[config.mk]
export PLATFORM = sky130hd
export DESIGN_NAME = instruction_sequencer_flat
export DESIGN_NICKNAME = d
export VERILOG_FILES = /design/src/rtl/instruction_sequencer_pkg.sv /design/src/rtl/instruction_sequencer_if.sv /design/src/rtl/instruction_sequencer_step_timer.sv /design/src/rtl/instruction_sequencer.sv /design/src/flat_wrapper.sv
export SDC_FILE = /design/constraint.sdc
export NUM_CORES = 1
export LEC_CHECK = 0
export ABC_AREA = 1
export BUFFER_PORTS_ARGS = -buffer_cell sky130_fd_sc_hd__buf_2
export CAP_MARGIN = 20
export CORE_MARGIN = 2
export CORE_UTILIZATION = 43
export DETAILED_ROUTE_END_ITERATION = 10
export PLACE_DENSITY = 0.74
export SYNTH_ARGS = -nofsm -noshare
export SYNTH_HDL_FRONTEND = slang
export SYNTH_HIERARCHICAL = 1
export SYNTH_SLANG_ARGS = --single-unit
[constraint.sdc]
create_clock -name clk -period 1.2 [get_ports clk]
set_input_delay 0.06 -clock clk [delete_from_list [all_inputs] [get_ports clk]]
set_output_delay 0.06 -clock clk [all_outputs]
set_load 0.005 [all_outputs]
[src/rtl/instruction_sequencer_pkg.sv]
// Shared types and constants for the instruction sequencer and its step timer.
package seq_pkg;

  typedef enum logic [3:0] {
    HALTED   = 4'd0,
    FETCH_I  = 4'd1,
    INC_I    = 4'd2,
    DECODE   = 4'd3,
    EXEC     = 4'd4,
    FETCH_J1 = 4'd5,
    INC_J1   = 4'd6,
    FETCH_J2 = 4'd7,
    INC_J2   = 4'd8,
    JUMP     = 4'd9
  } seq_state_t;

  localparam logic [7:0] OP_HALT     = 8'hAE;
  localparam logic [1:0] GOTO_PREFIX = 2'b11;
  localparam int         CNT_W       = 4;

  // cond = {s, c, z, nz}; an all-zero condition field is an unconditional jump
  function automatic logic goto_taken(input logic [3:0] cond, input logic fz,
                                      input logic fc, input logic fs);
    logic hit;
    hit = (cond[3] & fs) | (cond[2] & fc) | (cond[1] & fz) | (cond[0] & ~fz);
    return (cond == 4'b0000) | hit;
  endfunction

endpackage

[src/rtl/instruction_sequencer_if.sv]
// Handshake and strobe bundle between the sequencer and the datapath around it.
interface instruction_sequencer_if;

  logic       run;
  logic [7:0] inst;
  logic       flag_z;
  logic       flag_c;
  logic       flag_s;
  logic       exec_done;
  logic       sel_pc;
  logic       sel_inc;
  logic       sel_j;
  logic       mem_read;
  logic       ld_inst;
  logic       ld_inc;
  logic       ld_pc;
  logic       ld_j1;
  logic       ld_j2;
  logic       exec_start;
  logic       halted;

  modport slave (
    input  run, inst, flag_z, flag_c, flag_s, exec_done,
    output sel_pc, sel_inc, sel_j, mem_read,
    output ld_inst, ld_inc, ld_pc, ld_j1, ld_j2, exec_start, halted
  );

  modport master (
    output run, inst, flag_z, flag_c, flag_s, exec_done,
    input  sel_pc, sel_inc, sel_j, mem_read,
    input  ld_inst, ld_inc, ld_pc, ld_j1, ld_j2, exec_start, halted
  );

endinterface

[src/rtl/instruction_sequencer_step_timer.sv]
// Micro-step counter: counts 0..STEP_CYCLES-1 and flags the load and last cycles.
module step_timer
  import seq_pkg::*;
#(
  parameter int STEP_CYCLES = 4
) (
  input  logic             clk,
  input  logic             reset_n,
  input  logic             restart,
  output logic [CNT_W-1:0] cnt,
  output logic             load_win,
  output logic             step_last
);

  localparam logic [CNT_W-1:0] LAST_C = CNT_W'(STEP_CYCLES - 1);
  localparam logic [CNT_W-1:0] LOAD_C = CNT_W'(STEP_CYCLES - 2);

  logic [CNT_W-1:0] cnt_r;

  // restart holds the counter at zero while the sequencer is not in a timed step
  always_ff @(posedge clk or negedge reset_n) begin
    if (!reset_n) begin
      cnt_r <= CNT_W'(0);
    end else if (restart || (cnt_r == LAST_C)) begin
      cnt_r <= CNT_W'(0);
    end else begin
      cnt_r <= cnt_r + CNT_W'(1);
    end
  end

  assign cnt       = cnt_r;
  assign load_win  = (cnt_r == LOAD_C);
  assign step_last = (cnt_r == LAST_C);

endmodule

[src/rtl/instruction_sequencer.sv]
// Micro-step sequencer: fetches the opcode and jump operands, hands plain opcodes to execute.
module instruction_sequencer
  import seq_pkg::*;
#(
  parameter int STEP_CYCLES = 4
) (
  input  logic                    clk,
  input  logic                    reset_n,
  instruction_sequencer_if.slave  bus
);

  seq_state_t       state_r;
  seq_state_t       state_s;
  logic [CNT_W-1:0] cnt_s;
  logic             load_win_s;
  logic             step_last_s;
  logic             restart_s;
  logic             cond_s;
  logic             taken_r;
  logic             jump_taken_s;
  logic             first_s;

  step_timer #(.STEP_CYCLES(STEP_CYCLES)) timer (
    .clk       (clk),
    .reset_n   (reset_n),
    .restart   (restart_s),
    .cnt       (cnt_s),
    .load_win  (load_win_s),
    .step_last (step_last_s)
  );

  // Jump decision is live on the first JUMP cycle and held afterwards
  always_comb begin
    cond_s       = goto_taken(bus.inst[4:1], bus.flag_z, bus.flag_c, bus.flag_s);
    first_s      = (cnt_s == CNT_W'(0));
    jump_taken_s = first_s ? cond_s : taken_r;
  end

  // Latch the jump decision taken on the first JUMP cycle
  always_ff @(posedge clk or negedge reset_n) begin
    if (!reset_n) begin
      taken_r <= 1'b0;
    end else if ((state_r == JUMP) && first_s) begin
      taken_r <= cond_s;
    end else begin
      taken_r <= taken_r;
    end
  end

  // State register
  always_ff @(posedge clk or negedge reset_n) begin
    if (!reset_n) begin
      state_r <= HALTED;
    end else begin
      state_r <= state_s;
    end
  end

  // Next-state and step-timer control
  always_comb begin
    state_s   = state_r;
    restart_s = 1'b1;
    case (state_r)
      HALTED: begin
        if (bus.run) state_s = FETCH_I;
        else         state_s = HALTED;
      end
      FETCH_I: begin
        restart_s = 1'b0;
        state_s   = step_last_s ? INC_I : FETCH_I;
      end
      INC_I: begin
        restart_s = 1'b0;
        state_s   = step_last_s ? DECODE : INC_I;
      end
      DECODE: begin
        if (bus.inst == OP_HALT)                state_s = HALTED;
        else if (bus.inst[7:6] == GOTO_PREFIX) state_s = FETCH_J1;
        else                                    state_s = EXEC;
      end
      EXEC: begin
        state_s = bus.exec_done ? FETCH_I : EXEC;
      end
      FETCH_J1: begin
        restart_s = 1'b0;
        state_s   = step_last_s ? INC_J1 : FETCH_J1;
      end
      INC_J1: begin
        restart_s = 1'b0;
        state_s   = step_last_s ? FETCH_J2 : INC_J1;
      end
      FETCH_J2: begin
        restart_s = 1'b0;
        state_s   = step_last_s ? INC_J2 : FETCH_J2;
      end
      INC_J2: begin
        restart_s = 1'b0;
        state_s   = step_last_s ? JUMP : INC_J2;
      end
      JUMP: begin
        if (!jump_taken_s) begin
          state_s = FETCH_I;
        end else begin
          restart_s = 1'b0;
          state_s   = step_last_s ? FETCH_I : JUMP;
        end
      end
      default: begin
        state_s = HALTED;
      end
    endcase
  end

  // Strobe decode from the registered state and step count
  always_comb begin
    bus.sel_pc     = 1'b0;
    bus.sel_inc    = 1'b0;
    bus.sel_j      = 1'b0;
    bus.mem_read   = 1'b0;
    bus.ld_inst    = 1'b0;
    bus.ld_inc     = 1'b0;
    bus.ld_pc      = 1'b0;
    bus.ld_j1      = 1'b0;
    bus.ld_j2      = 1'b0;
    bus.exec_start = 1'b0;
    bus.halted     = 1'b0;
    case (state_r)
      HALTED: begin
        bus.halted = 1'b1;
      end
      FETCH_I: begin
        bus.sel_pc   = 1'b1;
        bus.mem_read = 1'b1;
        bus.ld_inst  = load_win_s;
        bus.ld_inc   = load_win_s;
      end
      FETCH_J1: begin
        bus.sel_pc   = 1'b1;
        bus.mem_read = 1'b1;
        bus.ld_j1    = load_win_s;
        bus.ld_inc   = load_win_s;
      end
      FETCH_J2: begin
        bus.sel_pc   = 1'b1;
        bus.mem_read = 1'b1;
        bus.ld_j2    = load_win_s;
        bus.ld_inc   = load_win_s;
      end
      INC_I, INC_J1, INC_J2: begin
        bus.sel_inc = 1'b1;
        bus.ld_pc   = load_win_s;
      end
      DECODE: begin
        bus.exec_start = (bus.inst != OP_HALT) && (bus.inst[7:6] != GOTO_PREFIX);
      end
      JUMP: begin
        bus.sel_j = jump_taken_s;
        bus.ld_pc = jump_taken_s & load_win_s;
      end
      default: begin
        bus.halted = 1'b0;
      end
    endcase
  end

endmodule

[src/flat_wrapper.sv]
// flat-port wrapper written by rule: the top's interface ports become plain ports
module instruction_sequencer_flat import seq_pkg::*;
#(
  parameter int STEP_CYCLES = 4
)
  (clk, reset_n, bus_run, bus_inst, bus_flag_z, bus_flag_c, bus_flag_s, bus_exec_done, bus_sel_pc, bus_sel_inc, bus_sel_j, bus_mem_read, bus_ld_inst, bus_ld_inc, bus_ld_pc, bus_ld_j1, bus_ld_j2, bus_exec_start, bus_halted);
  instruction_sequencer_if bus_i ();
  input  logic clk;
  input  logic reset_n;
  input wire logic [$bits(bus_i.run)-1:0] bus_run;
  input wire logic [$bits(bus_i.inst)-1:0] bus_inst;
  input wire logic [$bits(bus_i.flag_z)-1:0] bus_flag_z;
  input wire logic [$bits(bus_i.flag_c)-1:0] bus_flag_c;
  input wire logic [$bits(bus_i.flag_s)-1:0] bus_flag_s;
  input wire logic [$bits(bus_i.exec_done)-1:0] bus_exec_done;
  output wire logic [$bits(bus_i.sel_pc)-1:0] bus_sel_pc;
  output wire logic [$bits(bus_i.sel_inc)-1:0] bus_sel_inc;
  output wire logic [$bits(bus_i.sel_j)-1:0] bus_sel_j;
  output wire logic [$bits(bus_i.mem_read)-1:0] bus_mem_read;
  output wire logic [$bits(bus_i.ld_inst)-1:0] bus_ld_inst;
  output wire logic [$bits(bus_i.ld_inc)-1:0] bus_ld_inc;
  output wire logic [$bits(bus_i.ld_pc)-1:0] bus_ld_pc;
  output wire logic [$bits(bus_i.ld_j1)-1:0] bus_ld_j1;
  output wire logic [$bits(bus_i.ld_j2)-1:0] bus_ld_j2;
  output wire logic [$bits(bus_i.exec_start)-1:0] bus_exec_start;
  output wire logic [$bits(bus_i.halted)-1:0] bus_halted;
  assign bus_i.run = bus_run;
  assign bus_i.inst = bus_inst;
  assign bus_i.flag_z = bus_flag_z;
  assign bus_i.flag_c = bus_flag_c;
  assign bus_i.flag_s = bus_flag_s;
  assign bus_i.exec_done = bus_exec_done;
  assign bus_sel_pc = bus_i.sel_pc;
  assign bus_sel_inc = bus_i.sel_inc;
  assign bus_sel_j = bus_i.sel_j;
  assign bus_mem_read = bus_i.mem_read;
  assign bus_ld_inst = bus_i.ld_inst;
  assign bus_ld_inc = bus_i.ld_inc;
  assign bus_ld_pc = bus_i.ld_pc;
  assign bus_ld_j1 = bus_i.ld_j1;
  assign bus_ld_j2 = bus_i.ld_j2;
  assign bus_exec_start = bus_i.exec_start;
  assign bus_halted = bus_i.halted;
  instruction_sequencer #(.STEP_CYCLES(STEP_CYCLES)) u_core (.clk(clk), .reset_n(reset_n), .bus(bus_i));
endmodule
---- Word level (Yosys, flattened, before mapping) ----
Cells that the tools add are included.
storage, ports and cells
  output and inout bits ................... 11
  word-level logic and storage cells ...... 65
  flip-flop bits (word level) ............. 9
  input bits .............................. 15
operators by class
  mux-type cells .......................... 27
  $add $sub $neg .......................... 1
  equal/unequal tests ..................... 15
  reduce and logical (&&, ||, !) cells .... 9
  bitwise gates (word level) .............. 10
operators by type and width
  cell                                            count
  one-hot mux 4 bit (10 select lines)             1
  two-way mux 4 bit                               5
  == test 4 x 2 -> 1 bit (second input constant)  4
  == test 4 x 3 -> 1 bit (second input constant)  4
  two-way mux 1 bit                               16
  zero test 4 bit                                 3
  == test 4 bit (second input constant)           2
  == test 8 bit (second input constant)           1
  != test 8 bit (second input constant)           1
  OR reduction 3 bit                              2
  OR reduction 6 bit                              1
  bitwise AND 1 bit                               5
  adder 4 x 1 -> 4 bit (second input constant)    1
  == test 4 x 1 -> 1 bit (second input constant)  1
  two-way mux 2 bit                               2
  OR 1 bit                                        4
  one-hot mux 1 bit (2 select lines)              2
  two-way mux 3 bit                               1
  == test 2 bit (second input constant)           1
  logical AND 1 bit                               2
  != test 2 bit (second input constant)           1
  logical OR 1 bit                                1
  inverter 1 bit                                  1

---- Logic depth before layout (Yosys ltp) ----
  depth after elaboration ................. 10
  gate-level depth with buffers ........... 11
  depth with buffers taken out ............ 11

---- By module ----
The synthesis kept the hierarchy.
by module, submodules not included
  module                 sequential area each (µm²)  instances  cells an instance  area each (µm²)
  instruction_sequencer  125.1                       1          92                 508.0
  step_timer             100.1                       1          23                 206.4

---- Worst setup path before layout ----
OpenSTA, ideal clock, no wires.
  path kind ............................... flip-flop to output port
  from .................................... register u_core.timer.cnt_r[0] (netlist: u_core/timer/cnt[0])
  to ...................................... output port bus_ld_inst
  arrival ................................. 1.207 ns
  stages on the path, launching flop included .. 6
  setup slack ............................. -0.067 ns
  data required time ...................... 1.140 ns
  cell sequence ........................... dfrtp_1 -> inv_1 -> ha_1 -> nor3b_1 -> inv_1 -> nor3_1
on the way
  cells in the longest elaborated chain, start to end .. 2
ends and longest elaborated chain
  item                    RTL line                                RTL
  start, declared         instruction_sequencer_step_timer.sv:18  logic [CNT_W-1:0] cnt_r;
  start signal, assigned  instruction_sequencer_step_timer.sv:27  cnt_r <= cnt_r + CNT_W'(1);
  == test 4 x 2 -> 1 bit  instruction_sequencer_step_timer.sv:32  assign load_win = (cnt_r == LOAD_C);
  via u_core.load_win_s   instruction_sequencer.sv:15             logic load_win_s;
  two-way mux 1 bit       instruction_sequencer.sv:127            case (state_r)
  end, declared           flat_wrapper.sv:20                      output wire logic [$bits(bus_i.ld_inst)-1:0] bus_ld_inst;
The timed path passes the listed nets, and every way through them passes these cells.

---- Worst setup path in the final report ----
  from .................................... register u_core.state_r[0]
  to ...................................... output port bus_sel_j
on the way
  cells in the longest elaborated chain, start to end .. 2
ends and longest elaborated chain
  item                    RTL line                      RTL
  start, declared         instruction_sequencer.sv:12   seq_state_t state_r;
  start signal, assigned  instruction_sequencer.sv:55   state_r <= state_s;
  == test 4 bit           instruction_sequencer.sv:127
  two-way mux 1 bit       instruction_sequencer.sv:127
  end, declared           flat_wrapper.sv:18            output wire logic [$bits(bus_i.sel_j)-1:0] bus_sel_j;
Every way passes these cells.

==> flow_metrics.env <==
export IMPL_status="finished with violations"
export IMPL_violations="negative setup slack"
export IMPL_drc_errors=0
export IMPL_crit_type="reg2out"
export IMPL_yosysWarnings=6
export IMPL_cp_arrival_ps=1590
export IMPL_drtIter0Drc=49
export IMPL_vias=1112
export IMPL_crit_start="u_core/state_r[0]$_DFF_PN0_"
export IMPL_h_tree_depth=1
export IMPL_core_area_sq_mm=0.00152
export IMPL_grt_total_usage=0.293
export IMPL_syn_nets=132
export IMPL_grt_antenna_before_repair=0
export IMPL_synth_top_area_share=0.315
export IMPL_layout_nets=197
export IMPL_synth_edf_count=0
export IMPL_grt_overflow=0
export IMPL_dp_hpwl_microns=1680
export IMPL_timing_rr_end="u_core/timer/cnt[1]$_DFF_PN0_"
export IMPL_worstSkewPairLatency_ps=290
export IMPL_fp_dieW_microns=44.8
export IMPL_cpMostUsedCell="buf_6"
export IMPL_power_density_mw_per_mm2=2310
export IMPL_min_delay_start="bus_run"
export IMPL_clk_pin_slew_ps=80
export IMPL_rsz0062_at_grt="yes"
export IMPL_wire_per_inst_microns=17.5
export IMPL_placed_cells=175
export IMPL_required_ps=1140
export IMPL_cellLeakagePower_nw=0.721
export IMPL_start_util=0.469
export IMPL_fp_row_count=14
export IMPL_cp_max_fo=4
export IMPL_fmax_ghz=0.605
export IMPL_whs_path_depth=5
export IMPL_power_mw=3.21
export IMPL_cts_root_buf="clkbuf_4"
export IMPL_synth_area_sq_um=714
export IMPL_finalNonFillerCells=195
export IMPL_synth_common_cells="nand2_1, nor2_1, inv_1"
export IMPL_port_buffers=25
export IMPL_setup_viol=20
export IMPL_ys_flop_type="dfrtp_1"
export IMPL_synth_cells=115
export IMPL_clock_path_buffers=2
export IMPL_max_slew_margin=0.799
export IMPL_grt_pass1_vias=935
export IMPL_fp_dieArea_sq_mm=0.00200
export IMPL_fill_cells=69
export IMPL_seq_area_frac_synth=0.315
export IMPL_routed_via_density=5.70
export IMPL_gp_congestion=0.861
export IMPL_whs_ps=102
export IMPL_period_share=1.38
export IMPL_synthArstFlopShare=1.00
export IMPL_area_delta_synth_final_pct=94.2
export IMPL_path_depth=8
export IMPL_grt_max_degree=10
export IMPL_setup_ws_ps=-452
export IMPL_fin_skew_ps=12.7
export IMPL_ys_seq_elements=9
export IMPL_wl_microns=3410
export IMPL_hold_viol=0
export IMPL_num_antenna_cells=0
export IMPL_reg2reg_slack_ps=-450
export IMPL_die_h_microns=44.8
export IMPL_min_path_type="in2reg"
export IMPL_synthTopCellsByArea="dfrtp_1, nand2_1, nor2_1"
export IMPL_synthDistinctLibCells=20
export IMPL_critPathTopFamily="simple AND/OR/NAND/NOR gates"
export IMPL_tritoncts="built"
export IMPL_synth_area_per_cell_sq_um=6.21
export IMPL_cp_num_buf_inv=3
export IMPL_slowest_delay_ps=460
export IMPL_reg2reg_depth=11
export IMPL_cp_endpoint="bus_sel_j"
export IMPL_period_minus_slack_ps=1650
export IMPL_yosys_cell_count_top_type="nand2_1"
export IMPL_grt_first_pass_wirelength_microns=4140
export IMPL_tightest_slew_ps=299
export IMPL_cts_buffers=3
export IMPL_setup_tns_ps=-6640
export IMPL_cts_sinks=9
export IMPL_cap_violations=0
export IMPL_ir_worst_vdd_uv=1860
export IMPL_start_kind="register"
export IMPL_r2r_start="u_core/state_r[0]$_DFF_PN0_"
export IMPL_ant_nets=0
export IMPL_critPathSlowestCell="dfrtp_2"
export IMPL_placed_area_sq_mm=0.00101
export IMPL_finalMaxSlewViolations=0
export IMPL_fin_area_sq_mm=0.00139
export IMPL_io_pins=26
export IMPL_first_pass_iters=4
export IMPL_drive_above_1_share=0.637
export IMPL_netlist_top_cell_by_area="dfrtp_1"
export IMPL_endpoint_kind="primary output"
export IMPL_crit_chain="inv_2 -> nor2_4 -> nand3_2 -> nor2_2 -> nand2_1 -> nand2_2 -> buf_6 -> buf_6"
## final cells by class
| class | count | area (sq um) | area share |
|---|---|---|---|
| clock inverters | 1 | 5.00 | 0.00361 |
| repair buffers | 61 | 453 | 0.326 |
| clock buffers | 3 | 22.5 | 0.0162 |
| inverters | 19 | 78.8 | 0.0568 |
| well taps | 16 | 20.0 | 0.0144 |
| flip-flops and latches | 9 | 231 | 0.167 |
| multi-input cells | 86 | 577 | 0.416 |
## tightest hold or removal path, stage by stage
cell and delay [ps]:
buf_2 80, nand2_1 50, nand2_1 70, nor2_2 50
nand3_1 60
## worst min path at each step
| stage | endpoint | slack [ps] |
|---|---|---|
| final | u_core/state_r[0]$_DFF_PN0_ | 100 |
| after global routing | u_core/state_r[0]$_DFF_PN0_ | 110 |
| after CTS | u_core/state_r[0]$_DFF_PN0_ | 120 |
| after detailed placement | u_core/timer/cnt[1]$_DFF_PN0_ | -80 |
| after global placement | u_core/timer/cnt[1]$_DFF_PN0_ | -80 |
| after floorplan | u_core/state_r[0]$_DFF_PN0_ | -240 |
## per-stage QoR
stage | worst slack, ps | utilization
finish | -452 | 0.911
global route | -549 | 0.911
CTS | -330 | 0.821
detailed placement | -156 | 0.661
global placement | -103 | 0.661
floorplan | 3.48 | -
## state kept, by name (all words and copies together), names as in the netlist
signal	flops
u_core/state_r	4
u_core/taken_r	1
u_core/timer/cnt	4
## logic make-up (layout without fill, tap and decap cells)
| group | Yosys count | after routing | synth area share |
|---|---|---|---|
| compound gates | 5 | 5 | 0.0385 |
| xor+xnor | 1 | 1 | 0.0123 |
| fa+ha+maj | 2 | 2 | 0.0350 |
| buf+inv | 20 | 84 | 0.110 |
| flops | 9 | 9 | 0.315 |
| simple gates | 78 | 78 | 0.489 |
## routing by layer
metal / up-vias / track usage / share of wire
met5: - / 0 / 0
met4: 0 / 0.0848 / 0.066
met3: 29 / 0.0560 / 0.085
met2: 84 / 0.510 / 0.47
met1: 509 / 0.366 / 0.38
li1: 490 / - / -
## repair_timing
| action | in CTS | in global routing |
|---|---|---|
| hold buffers | 1 | 0 |
| resized for setup | 42 | 30 |
| buffers inserted | 10 | 6 |
| endpoints found under the hold margin | 9 | 0 |
| endpoints found under the setup margin | 18 | 19 |
| pin swaps | 16 | 16 |
## where the power goes
part	leakage [nW]	switching (mW)	internal, mW
Clock	0.0177	0.142	0.124
Combinational	0.597	1.16	1.18
Sequential	0.107	0.183	0.414
Total	0.721	1.49	1.72
## placed cells by master, fill, tap and decap left out, types with 4 or more instances in the layout
cell type	count
buf_2	21
buf_4	27
buf_6	12
dfrtp_1	4
dfrtp_2	5
inv_1	7
inv_2	9
nand2_1	25
nand2_2	7
nand3_1	6
nor2_1	10
nor2_2	8
nor2_4	5
Power figures use the tool's default switching activity.
